<file path="config.mk">
export PLATFORM = sky130hd
export DESIGN_NAME = reg_dump_tx
export DESIGN_NICKNAME = d
export VERILOG_FILES = /design/src/rtl/reg_dump_pkg.sv /design/src/rtl/baud_tick.sv /design/src/rtl/reg_dump_tx.sv
export SDC_FILE = /design/constraint.sdc
export NUM_CORES = 1
export LEC_CHECK = 0
export CORE_MARGIN = 3
export CORE_UTILIZATION = 56
export DETAILED_ROUTE_END_ITERATION = 16
export GPL_TIMING_DRIVEN = 0
export PLACE_DENSITY = 0.84
export SYNTH_ARGS = -nofsm -noshare
export SYNTH_HDL_FRONTEND = slang
export SYNTH_SLANG_ARGS = --single-unit
</file>
<file path="constraint.sdc">
create_clock -name clk -period 2.9 [get_ports clk]
set_input_delay 0.58 -clock clk [delete_from_list [all_inputs] [get_ports clk]]
set_output_delay 0.58 -clock clk [all_outputs]
set_load 0.02 [all_outputs]
</file>
<file path="src/rtl/reg_dump_pkg.sv">
// Shared definitions for the register read-out transmitter: FSM encoding and line levels.
package reg_dump_pkg;

    typedef enum logic [2:0] {
        ST_IDLE   = 3'd0,
        ST_START  = 3'd1,
        ST_DATA   = 3'd2,
        ST_PARITY = 3'd3,
        ST_STOP   = 3'd4
    } state_t;

    localparam logic TX_IDLE = 1'b1;

endpackage

</file>
<file path="src/rtl/baud_tick.sv">
// Bit-period timer: counts CLKS_PER_BIT cycles while enabled and flags the last cycle of each bit.
module baud_tick #(
    parameter int CLKS_PER_BIT = 16
) (
    input  logic clk,
    input  logic rst,
    input  logic clear,
    input  logic en,
    output logic tick
);

    localparam int CNT_W = (CLKS_PER_BIT > 1) ? $clog2(CLKS_PER_BIT) : 1;
    localparam logic [CNT_W-1:0] LAST_CNT = CNT_W'(CLKS_PER_BIT - 1);

    logic [CNT_W-1:0] cnt;

    assign tick = en && !clear && (cnt == LAST_CNT);

    always_ff @(posedge clk or negedge rst) begin
        if (!rst) begin
            cnt <= '0;
        end else if (clear || tick) begin
            cnt <= '0;
        end else if (en) begin
            cnt <= cnt + CNT_W'(1);
        end
    end

endmodule

</file>
<file path="src/rtl/reg_dump_tx.sv">
// UART-style serial dump of an N-bit word: start bit, LSB-first data, optional even parity, stop bit.
// Define REG_DUMP_TX_PARITY_EN to insert the even-parity bit between data and stop.
module reg_dump_tx
    import reg_dump_pkg::*;
#(
    parameter int N            = 32,
    parameter int CLKS_PER_BIT = 16
) (
    input  logic         clk,
    input  logic         rst,
    input  logic         start,
    input  logic [N-1:0] din,
    output logic         ready,
    output logic         done,
    output logic         tx
);

    localparam int BIT_W = (N > 1) ? $clog2(N) : 1;
    localparam logic [BIT_W-1:0] LAST_BIT = BIT_W'(N - 1);

    state_t           state;
    state_t           state_next;
    logic [N-1:0]     shreg;
    logic [BIT_W-1:0] bit_cnt;
    logic             tick;
    logic             accept;
    logic             last_bit;
    logic             busy;
    logic             tx_next;
    logic             ready_next;
    logic             done_next;
`ifdef REG_DUMP_TX_PARITY_EN
    logic             parity;
`endif

    assign accept   = (state == ST_IDLE) && start;
    assign last_bit = (bit_cnt == LAST_BIT);
    assign busy     = (state != ST_IDLE);

    baud_tick #(
        .CLKS_PER_BIT(CLKS_PER_BIT)
    ) u_baud_tick (
        .clk  (clk),
        .rst  (rst),
        .clear(accept),
        .en   (busy),
        .tick (tick)
    );

    // NOTE: sequential state uses non-blocking assignments so every flop samples pre-edge values.
    always_ff @(posedge clk or negedge rst) begin
        if (!rst) begin
            state <= ST_IDLE;
        end else begin
            state <= state_next;
        end
    end

    // NOTE: every comb output gets a default before the case so no latch can be inferred.
    always_comb begin
        state_next = state;
        case (state)
            ST_IDLE:   if (start) state_next = ST_START;
            ST_START:  if (tick) state_next = ST_DATA;
            ST_DATA: begin
                if (tick && last_bit) begin
`ifdef REG_DUMP_TX_PARITY_EN
                    state_next = ST_PARITY;
`else
                    state_next = ST_STOP;
`endif
                end
            end
`ifdef REG_DUMP_TX_PARITY_EN
            ST_PARITY: if (tick) state_next = ST_STOP;
`endif
            ST_STOP:   if (tick) state_next = ST_IDLE;
            default:   state_next = ST_IDLE;
        endcase
    end

    // The word is frozen at acceptance; later din changes never reach the line.
    always_ff @(posedge clk or negedge rst) begin
        if (!rst) begin
            shreg   <= '0;
            bit_cnt <= '0;
        end else if (accept) begin
            shreg   <= din;
            bit_cnt <= '0;
        end else if ((state == ST_DATA) && tick) begin
            shreg   <= shreg >> 1;
            bit_cnt <= last_bit ? '0 : bit_cnt + BIT_W'(1);
        end
    end

`ifdef REG_DUMP_TX_PARITY_EN
    always_ff @(posedge clk or negedge rst) begin
        if (!rst) begin
            parity <= 1'b0;
        end else if (accept) begin
            parity <= ^din;
        end
    end
`endif

    always_comb begin
        tx_next    = TX_IDLE;
        ready_next = 1'b0;
        done_next  = 1'b0;
        case (state)
            ST_IDLE: begin
                tx_next    = TX_IDLE;
                ready_next = 1'b1;
            end
            ST_START:  tx_next = ~TX_IDLE;
            ST_DATA:   tx_next = shreg[0];
`ifdef REG_DUMP_TX_PARITY_EN
            ST_PARITY: tx_next = parity;
`endif
            ST_STOP: begin
                tx_next   = TX_IDLE;
                done_next = tick;
            end
            default:   tx_next = TX_IDLE;
        endcase
    end

    // Outputs are registered one cycle behind the state, so the line lags acceptance by a cycle.
    always_ff @(posedge clk or negedge rst) begin
        if (!rst) begin
            tx    <= TX_IDLE;
            ready <= 1'b1;
            done  <= 1'b0;
        end else begin
            tx    <= tx_next;
            ready <= ready_next;
            done  <= done_next;
        end
    end

endmodule

</file>
==> impl_metrics.py <==
metrics = {
    "global_route": {
        "met3_usage_pct": 3.89,
        "grt_max_degree": 34,
        "grt_antenna_before_repair": 0,
        "grt_use_total_pct": 21.7,
        "grt_use_met2_pct": 34.0,
        "grtUsageMet1_pct": 30.7,
        "overflow": 0,
        "grt_pass1_wl_mm": 7.58,
        "busiest_layer": "met2",
        "grt_pass1_vias": 1665,
    },
    "sta": {
        "hold_slack_ns": 0.192,
        "setup_slack_ns": 0.782,
        "hold_viol": 0,
        "fin_crit_sh_pct": 73.0,
        "tightest_slew_ns": 0.598,
        "relSlewSlack_pct": 60.1,
        "fmax_mhz": 472,
        "rsz0062_at_grt": "false",
        "finClkSkew_ns": 0.00410,
        "finalCriticalPeriod_ns": 2.12,
        "drv_slew": 0,
        "finalSetupViolations": 0,
    },
    "worst_setup_path": {
        "r2r_end": "shreg[7]",
        "r2r_start": "u_baud_tick.cnt[0]",
        "worstSetupStartpoint": "start",
        "critPathKind": "in2reg",
        "path_cells": "clkdlybuf4s50_1, nor4b_2, a21oi_1, buf_2, a221o_1",
        "slowest_delay_ns": 0.54,
        "start_kind": "input port",
        "reg2reg_depth": 5,
        "rrSetupSlack_ns": 0.92,
        "end_kind": "register",
        "path_max_fanout": 10,
        "required_ns": 3.07,
        "worst_path_max_delay_cell": "clkdlybuf4s50_1",
        "arrival_ns": 2.29,
    },
    "run": {
        "cap_violations": 0,
    },
    "die": {
        "die_h_um": 68.5,
        "core-area_mm2": 0.00372,
        "rows": 22,
        "initial_utilization_pct": 58.9,
        "die_area_mm2": 0.00469,
        "pin_count": 38,
        "fp.dieW_um": 68.5,
    },
    "min_path": {
        "hp-class": "in2async",
    },
    "route": {
        "vias": 1745,
        "wl_per_cell_um": 15.8,
        "drt_iter0_drc": 122,
        "routed_wirelength_mm": 4.60,
        "postRouteAntennaNets": 0,
        "firstDrtPassIters": 4,
        "route.detailed.drc": 0,
        "vias_per_cell": 5.98,
    },
    "clock_network": {
        "cts_sinks": 47,
        "cts_resized": 0,
        "ctsRootBufferMaster": "clkbuf_8",
        "cts_tree": "done",
        "post-cts-setup-buffers": 0,
        "cts_buffer_depth": 2,
        "clkTransAtPathRegs_ns": 0.08,
        "hold_buffers": 0,
        "clock_latency_ns": 0.29,
        "h-tree-depth": 2,
        "cts_made_buffers": 5,
    },
    "final_layout": {
        "syn_to_final_growth_pct": 24.1,
        "nets": 281,
        "n_antenna_cell": 0,
        "final_cell_mix": "dfrtp_1, clkdlybuf4s50_1, and3_1",
        "layout_commonest_cell": "dfrtp_1",
        "final_area_mm2": 0.00272,
        "drive_above_1_share_pct": 8.61,
        "stdcell_count": 292,
    },
    "synthesis": {
        "synth_edf_count": 0,
        "ys_warn_count": 0,
        "syn_inst": 198,
        "synth_cell_types": 41,
        "ys_seq_elements": 47,
        "synth_ff_type": "dfrtp_1",
        "syn_area_mm2": 0.00219,
        "syn-num-nets": 236,
        "syn_avg_cell_area_um2": 11.1,
        "seq_area_frac_synth_pct": 53.9,
        "synth-async-reset-ratio_pct": 100,
    },
    "power_and_ir_drop": {
        "power.leakage_nw": 1.23,
        "cellPowerDensity_mw_per_mm2": 802,
        "vdd.ir_drop.worst_v": 0.000503,
    },
    "place": {
        "placed_cell_area_mm2": 0.00263,
        "dp_hpwl_mm": 3.28,
        "dpl.cell_count": 284,
        "gp_congestion": 0.812,
        "place_ws_ns": 0.486,
        "port_buffers": 37,
    },
    "outcome": {
        "status": "finished, final reports clean",
    },
}
[critical path: cells and delay by family]
family	cells	cell delay, ns
AND/OR/NAND/NOR	1	0.36
buffers and inverters	2	0.81
AO/OA/AOI/OAI	2	0.54
[worst max path at each step]
stage / endpoint / slack, ns / depth (start not counted)
finish: shreg[7] / 0.78 / 5
global route: shreg[7] / 0.65 / 5
CTS: shreg[7] / 0.79 / 5
detailed placement: shreg[7] / 0.49 / 5
global placement: shreg[16] / -0.04 / 1
floorplan: shreg[10] / 1.24 / 6
[cells in the mapped netlist (2+ instances only)]
| cell type | instances | area [um^2] |
|---|---|---|
| a21o_1 | 2 | 15.0 |
| a21oi_1 | 3 | 15.0 |
| a221o_1 | 26 | 260 |
| a31oi_1 | 3 | 18.8 |
| and3_1 | 28 | 175 |
| buf_2 | 6 | 30.0 |
| clkbuf_1 | 9 | 33.8 |
| dfrtp_1 | 45 | 1130 |
| dfstp_2 | 2 | 52.6 |
| ha_1 | 3 | 37.5 |
| nand2_1 | 16 | 60.1 |
| nand3_1 | 10 | 50.1 |
| nand3b_1 | 3 | 22.5 |
| nor2_1 | 6 | 22.5 |
| nor3_1 | 2 | 10.0 |
| o211ai_1 | 3 | 22.5 |
| o21ai_0 | 6 | 30.0 |
| o22ai_1 | 2 | 12.5 |
[flip-flops by register name, summed over array words and instances (netlist names)]
register and cells:
ready 1, state 3, u_baud_tick.cnt 4, done 1
tx 1, bit_cnt 5, shreg 32
[cell families (layout without fill, tap and decap cells)]
| kind of cell | after synthesis | count (layout) | synth area share (%) |
|---|---|---|---|
| flops | 47 | 47 | 53.9 |
| compound gates | 53 | 53 | 20.1 |
| buf+inv | 17 | 63 | 3.43 |
| mux | 1 | 1 | 0.457 |
| simple gates | 77 | 77 | 20.4 |
| fa+ha+maj | 3 | 3 | 1.72 |
[metal layers]
metal | routed length [um] | up-vias
li1 | - | 861
met1 | 2230 | 846
met2 | 2180 | 33
met3 | 158 | 5
met4 | 34 | 0
met5 | 0 | -
[report_power, final]
group | internal [mW] | total, mW | switching, mW
combinational | 0.371 | 0.677 | 0.306
sequential | 0.948 | 1.13 | 0.183
clock | 0.169 | 0.370 | 0.201
[layout make-up]
| cell class | count | area (um^2) |
|---|---|---|
| sequential | 47 | 1180 |
| multi-input combinational | 134 | 935 |
| clock buffer | 7 | 76.3 |
| buffer | 16 | 71.3 |
| clock inverter | 1 | 5.00 |
| fill | 294 | 1000 |
| tap | 48 | 60.1 |
| timing repair buffer | 38 | 385 |
| inverter | 1 | 3.75 |
[metrics by stage]
stage	util (%)	TNS, ns	power, mW
global route	73.1	0	2.32
detailed placement	70.9	0	1.81
global placement	70.5	-1.59	1.78
floorplan	-	0	1.58
CTS	73.1	0	2.19
finish	73.1	0	2.18
(Power assumes the default switching activity.)
